File: src/rtl/systolic_pkg.sv
// Shared types and constants for the systolic array result reader.
package systolic_pkg;

  localparam int unsigned DEF_WIDTH = 16;
  localparam int unsigned DEF_SIZE  = 3;

  typedef enum logic [1:0] {
    IDLE    = 2'd0,
    WAIT    = 2'd1,
    CAPTURE = 2'd2,
    STREAM  = 2'd3
  } rdr_state_t;

  // Cycles from operand entry until the array product settles.
  function automatic int unsigned rdr_latency(input int unsigned size);
    return 3 * size - 2;
  endfunction

endpackage

File: src/rtl/systolic_idx_walker.sv
// Row/col index walker for the result stream. Order is row-major by default;
// SYSTOLIC_RDR_COLMAJOR_EN selects column-major (row index advances first).
module systolic_idx_walker #(
  parameter int unsigned SIZE = 3,
  parameter int unsigned IW   = 2
) (
  input  logic          clock,
  input  logic          nreset,
  input  logic          clear,
  input  logic          advance,
  output logic [IW-1:0] row,
  output logic [IW-1:0] col,
  output logic          last,
  output logic [IW-1:0] next_row_c,
  output logic [IW-1:0] next_col_c
);

  localparam logic [IW-1:0] MAX_IDX = IW'(SIZE - 1);

  logic last_d;

  // Next index: restart on clear, step in the selected major order on advance.
  always_comb begin
    next_row_c = row;
    next_col_c = col;
    if (clear) begin
      next_row_c = '0;
      next_col_c = '0;
    end else if (advance) begin
`ifdef SYSTOLIC_RDR_COLMAJOR_EN
      if (row == MAX_IDX) begin
        next_row_c = '0;
        next_col_c = (col == MAX_IDX) ? '0 : col + IW'(1);
      end else begin
        next_row_c = row + IW'(1);
      end
`else
      if (col == MAX_IDX) begin
        next_col_c = '0;
        next_row_c = (row == MAX_IDX) ? '0 : row + IW'(1);
      end else begin
        next_col_c = col + IW'(1);
      end
`endif
    end
    last_d = (next_row_c == MAX_IDX) && (next_col_c == MAX_IDX);
  end

  // Index and last-flag registers.
  always_ff @(posedge clock or negedge nreset) begin
    if (!nreset) begin
      row  <= '0;
      col  <= '0;
      last <= 1'b0;
    end else begin
      row  <= next_row_c;
      col  <= next_col_c;
      last <= last_d;
    end
  end

endmodule

File: src/rtl/systolic_result_reader.sv
// Waits for the systolic array product to settle, snapshots it, then streams
// the elements out over a valid/ready port. Optional: SYSTOLIC_RDR_COLMAJOR_EN.
module systolic_result_reader
  import systolic_pkg::*;
#(
  parameter int unsigned WIDTH   = DEF_WIDTH,
  parameter int unsigned SIZE    = DEF_SIZE,
  parameter int unsigned LATENCY = rdr_latency(SIZE)
) (
  input  logic                                    clock,
  input  logic                                    nreset,
  input  logic                                    start,
  input  logic [SIZE-1:0][SIZE-1:0][WIDTH-1:0]    product_in,
  output logic                                    busy,
  output logic                                    out_valid,
  input  logic                                    out_ready,
  output logic [WIDTH-1:0]                        out_data,
  output logic [((SIZE > 1) ? $clog2(SIZE) : 1)-1:0] out_row,
  output logic [((SIZE > 1) ? $clog2(SIZE) : 1)-1:0] out_col,
  output logic                                    out_last,
  output logic                                    done
);

  localparam int unsigned IW = (SIZE > 1) ? $clog2(SIZE) : 1;
  localparam int unsigned CW = (LATENCY > 1) ? $clog2(LATENCY) : 1;

  rdr_state_t state_q, state_d;
  logic [CW-1:0] cnt_q, cnt_d;
  logic [SIZE-1:0][SIZE-1:0][WIDTH-1:0] buf_q;
  logic [WIDTH-1:0] data_d;
  logic busy_d, valid_d, done_d;
  logic hs_c, clear_c, advance_c;
  logic [IW-1:0] next_row_c, next_col_c;

  assign hs_c      = out_valid && out_ready;
  assign clear_c   = (state_q == CAPTURE);
  assign advance_c = (state_q == STREAM) && hs_c;

  systolic_idx_walker #(.SIZE(SIZE), .IW(IW)) u_walker (
    .clock      (clock),
    .nreset     (nreset),
    .clear      (clear_c),
    .advance    (advance_c),
    .row        (out_row),
    .col        (out_col),
    .last       (out_last),
    .next_row_c (next_row_c),
    .next_col_c (next_col_c)
  );

  // Next state, wait counter and next values of the registered outputs.
  always_comb begin
    state_d = state_q;
    cnt_d   = cnt_q;
    data_d  = out_data;
    done_d  = 1'b0;
    case (state_q)
      IDLE: begin
        if (start) begin
          state_d = WAIT;
          cnt_d   = '0;
        end
      end
      WAIT: begin
        cnt_d = cnt_q + CW'(1);
        if (cnt_q == CW'(LATENCY - 1)) state_d = CAPTURE;
      end
      CAPTURE: begin
        state_d = STREAM;
        data_d  = product_in[0][0];
      end
      STREAM: begin
        if (hs_c) begin
          data_d = buf_q[next_row_c][next_col_c];
          if (out_last) begin
            state_d = IDLE;
            done_d  = 1'b1;
          end
        end
      end
      default: state_d = IDLE;
    endcase
    busy_d  = (state_d != IDLE);
    valid_d = (state_d == STREAM);
  end

  // State, counter, output and snapshot registers.
  always_ff @(posedge clock or negedge nreset) begin
    if (!nreset) begin
      state_q   <= IDLE;
      cnt_q     <= '0;
      buf_q     <= '0;
      out_data  <= '0;
      busy      <= 1'b0;
      out_valid <= 1'b0;
      done      <= 1'b0;
    end else begin
      state_q   <= state_d;
      cnt_q     <= cnt_d;
      out_data  <= data_d;
      busy      <= busy_d;
      out_valid <= valid_d;
      done      <= done_d;
      if (state_q == CAPTURE) buf_q <= product_in;
    end
  end

endmodule
File: config.mk
export PLATFORM = sky130hd
export DESIGN_NAME = systolic_result_reader
export DESIGN_NICKNAME = d
export VERILOG_FILES = /design/src/rtl/systolic_pkg.sv /design/src/rtl/systolic_idx_walker.sv /design/src/rtl/systolic_result_reader.sv
export SDC_FILE = /design/constraint.sdc
export NUM_CORES = 1
export LEC_CHECK = 0
export ABC_AREA = 1
export CAP_MARGIN = 15
export CORE_ASPECT_RATIO = 0.75
export CORE_MARGIN = 8
export CORE_UTILIZATION = 34
export CTS_CLUSTER_SIZE = 30
export DETAILED_ROUTE_END_ITERATION = 10
export MAX_ROUTING_LAYER = met4
export SYNTH_ARGS = -nofsm -noshare
export SYNTH_HDL_FRONTEND = slang
export SYNTH_SLANG_ARGS = --single-unit
File: constraint.sdc
create_clock -name clock -period 4.6 [get_ports clock]
set_input_delay 0.92 -clock clock [delete_from_list [all_inputs] [get_ports clock]]
set_output_delay 0.92 -clock clock [all_outputs]
set_load 0.05 [all_outputs]
==> results.sh <==
export IMPL_yosys_area_share_adder_pct=0.304
export IMPL_tightestPinTransition_ns=0.950
export IMPL_synthMuxAreaShare_pct=0
export IMPL_relSlewSlack_pct=36.7
export IMPL_synth_avg_cell_area_um2=7.60
export IMPL_cts_tree="yes"
export IMPL_clkSinkCount=173
export IMPL_yosys_area_top_type="dfrtp_1"
export IMPL_yosysSeqAreaShare_pct=52.6
export IMPL_drt_vias_per_instance=4.91
export IMPL_hold_path_class="reg -> reg"
export IMPL_rows=49
export IMPL_tns_ns=0
export IMPL_finClkSkew_ns=0.00793
export IMPL_dr_pass1_iters=7
export IMPL_die_h_um=151
export IMPL_grt_max_degree=208
export IMPL_synth_compound_area_share_pct=4.86
export IMPL_hold_viol=0
export IMPL_worstPathCellList="clkdlybuf4s50_1 > nand2_1 > nor2_8 > nand3_1 > nand2_1 > inv_1 > nand2_4 > nor2_4 > nand2_1 > nand3_1 > nand3_1 > nand2_1 > nand2_1 > nand2_1"
export IMPL_die_x_um=196
export IMPL_path_clk_slew_ns=0.07
export IMPL_fp_coreArea_um2=23900
export IMPL_antenna_found_initial=0
export IMPL_wirelength_um=27800
export IMPL_drc=0
export IMPL_drive_above_1_share_pct=5.09
export IMPL_cts_buffers=17
export IMPL_wl_per_cell_um=18.0
export IMPL_synth_top_family_by_area="simple AND/OR/NAND/NOR gates"
export IMPL_synth_edf_count=0
export IMPL_cts_resized=0
export IMPL_cts_hold_buffers_added=0
export IMPL_ys_types=28
export IMPL_fp_dieArea_um2=29500
export IMPL_async_reset_ff_share_pct=100
export IMPL_antenna_cells=0
export IMPL_place_congestion=0.871
export IMPL_fin_nets=1375
export IMPL_drv_slew=0
export IMPL_synthCells=1084
export IMPL_setup_viol=0
export IMPL_cts_htree_levels=4
export IMPL_vias=7582
export IMPL_post_route_period_util_pct=73.8
export IMPL_cellPowerDensity_nw_per_um2=771
export IMPL_cts_root_buffer="clkbuf_16"
export IMPL_crit_fanout=32
export IMPL_cp_start_kind="primary input"
export IMPL_first_global_vias=7493
export IMPL_peakVddDrop_v=0.000374
export IMPL_synth_xor_area_share_pct=0.106
export IMPL_synth_flop_cell="dfrtp_1"
export IMPL_drtIter0Drc=880
export IMPL_yosysMostFrequentCell="nand2_1"
export IMPL_critPathArrivalTime_ns=3.77
export IMPL_drv_cap=0
export IMPL_ioPinCount=172
export IMPL_synth_nets=1234
export IMPL_p_total_uw=8330
export IMPL_grt_usage_pct=19.6
export IMPL_rsz0062_at_grt="false"
export IMPL_dp_hpwl_um=20200
export IMPL_leakage_uw=0.00526
export IMPL_clock_latency_ns=0.44
export IMPL_status="finished, final reports clean"
export IMPL_period_needed_ns=3.39
export IMPL_final_antenna_net_count=0
export IMPL_endpoint_kind="register"
export IMPL_critPathSlowestCell="nor2_4"
export IMPL_yosys_top_cells_area="dfrtp_1 53%, nand2_1 21%, nand3_1 8.0%"
export IMPL_cp_common_cell="nand2_1"
export IMPL_grt_pass1_wl_um=43400
export IMPL_initial_core_util_pct=34.5
export IMPL_crit_family="simple AND/OR/NAND/NOR gates"
export IMPL_ys_ff_latch=173
export IMPL_overflow=0
export IMPL_synthTopCellsByCount="458 x nand2_1, 173 x dfrtp_1, 132 x nand3_1"
export IMPL_io_buffers=171
export IMPL_netlist_area_leader_share_pct=52.6
export IMPL_critPathMaxStageDelay_ns=0.63
export IMPL_clock_path_buffers=2
export IMPL_r2r_setup_slack_ns=1.61
export IMPL_yosysWarnings=0
export IMPL_post_cts_buffers=0
export IMPL_synthToLayoutAreaGrowth_pct=31.2
export IMPL_cp_data_required_time_ns=4.98
export IMPL_synth_simple_area_share_pct=35.1
export IMPL_crit_type="in -> reg"
export IMPL_netlist_area_um2=8240
export IMPL_crit_buf_inv=2
export IMPL_fmax_mhz=295
-- sequential cells by signal, indices dropped and copies added, names as in the netlist --
name           cells
cnt_q              3
busy               1
u_walker.last      1
done               1
u_walker.row       2
out_valid          1
buf_q            144
out_data          16
state_q            2
u_walker.col       2
-- layout by cell type (no fill, tap or decap), types with 2 or more instances in the layout --
cell	n
inv_6	3
nand4_1	16
nor2_4	2
ha_1	2
a21oi_1	5
clkinvlp_4	3
clkbuf_8	2
clkdlybuf4s50_1	170
clkbuf_16	17
or2_2	2
buf_4	10
nor3_1	15
bufinv_16	3
nor2_1	52
inv_1	80
nand2_1	457
nand3_1	132
clkinv_2	2
dfrtp_1	173
buf_12	2
nand2_2	7
o21ai_0	68
inv_2	2
-- per-stage QoR --
stage	hold slack (ns)	instances	worst slack [ns]	util, %	area [um^2]
finish	0.483	1544	1.21	45.2	10800
global placement	0.465	1512	0.818	42.6	10200
detailed placement	0.466	1512	0.820	42.6	10200
floorplan	0.449	1084	2.21	-	8240
global route	0.500	1544	0.978	45.2	10800
CTS	0.485	1544	1.26	45.2	10800
-- area by class of cell --
class / count / area (um^2)
multi-input combinational: 767 / 3330
timing repair buffer: 183 / 1830
fill: 2409 / 13100
clock buffer: 20 / 457
clock inverter: 12 / 160
sequential: 173 / 4330
inverter: 83 / 317
tap: 306 / 383
-- where the power goes --
group | internal, uW | switching [uW] | total, uW | leakage [uW]
Sequential | 2300 | 478 | 2780 | 0.00203
Combinational | 1310 | 2700 | 4010 | 0.00293
Clock | 890 | 646 | 1540 | 0.000295
-- worst paths after layout --
| check | from | cells after the start | endpoint |
|---|---|---|---|
| worst min register to register | buf_q[34] | 2 | buf_q[34] |
| max in group asynchronous | nreset | 2 | buf_q[3] |
| worst max register to register | state_q[1] | 13 | out_data[7] |
| worst max-delay path | out_ready | 14 | out_data[7] |
| min in group asynchronous | nreset | 1 | buf_q[139] |
| worst min-delay path | buf_q[34] | 2 | buf_q[34] |
-- metal layers --
metal  vias up  part of all wire [%]  GRT usage, %
met5         -                     0             -
met4         0                   1.2          4.76
met3        29                   6.9          4.62
met2       255                    41          25.9
met1      3609                    51          29.2
li1       3689                     -             -
-- kinds of logic (layout without fill, tap and decap cells) --
logic type	count (synthesis)	in the layout
AOI/OAI and AO/OA	76	76
adders and majority gates	2	2
DFF	173	173
xor gates and xnor gates	1	1
buffers and inverters	144	298
and+or+nand+nor	688	688
-- worst register-to-register path: stages (launching register included) --
cell     delay [ns]
dfrtp_1        0.44
nand2_2        0.21
nor2_8         0.09
nand3_1        0.07
nand2_1        0.06
inv_1          0.58
nand2_4        0.28
nor2_4         0.64
nand2_1        0.13
nand3_1        0.12
nand3_1        0.11
nand2_1        0.08
nand2_1        0.07
nand2_1        0.07
(Power assumes the default switching activity.)
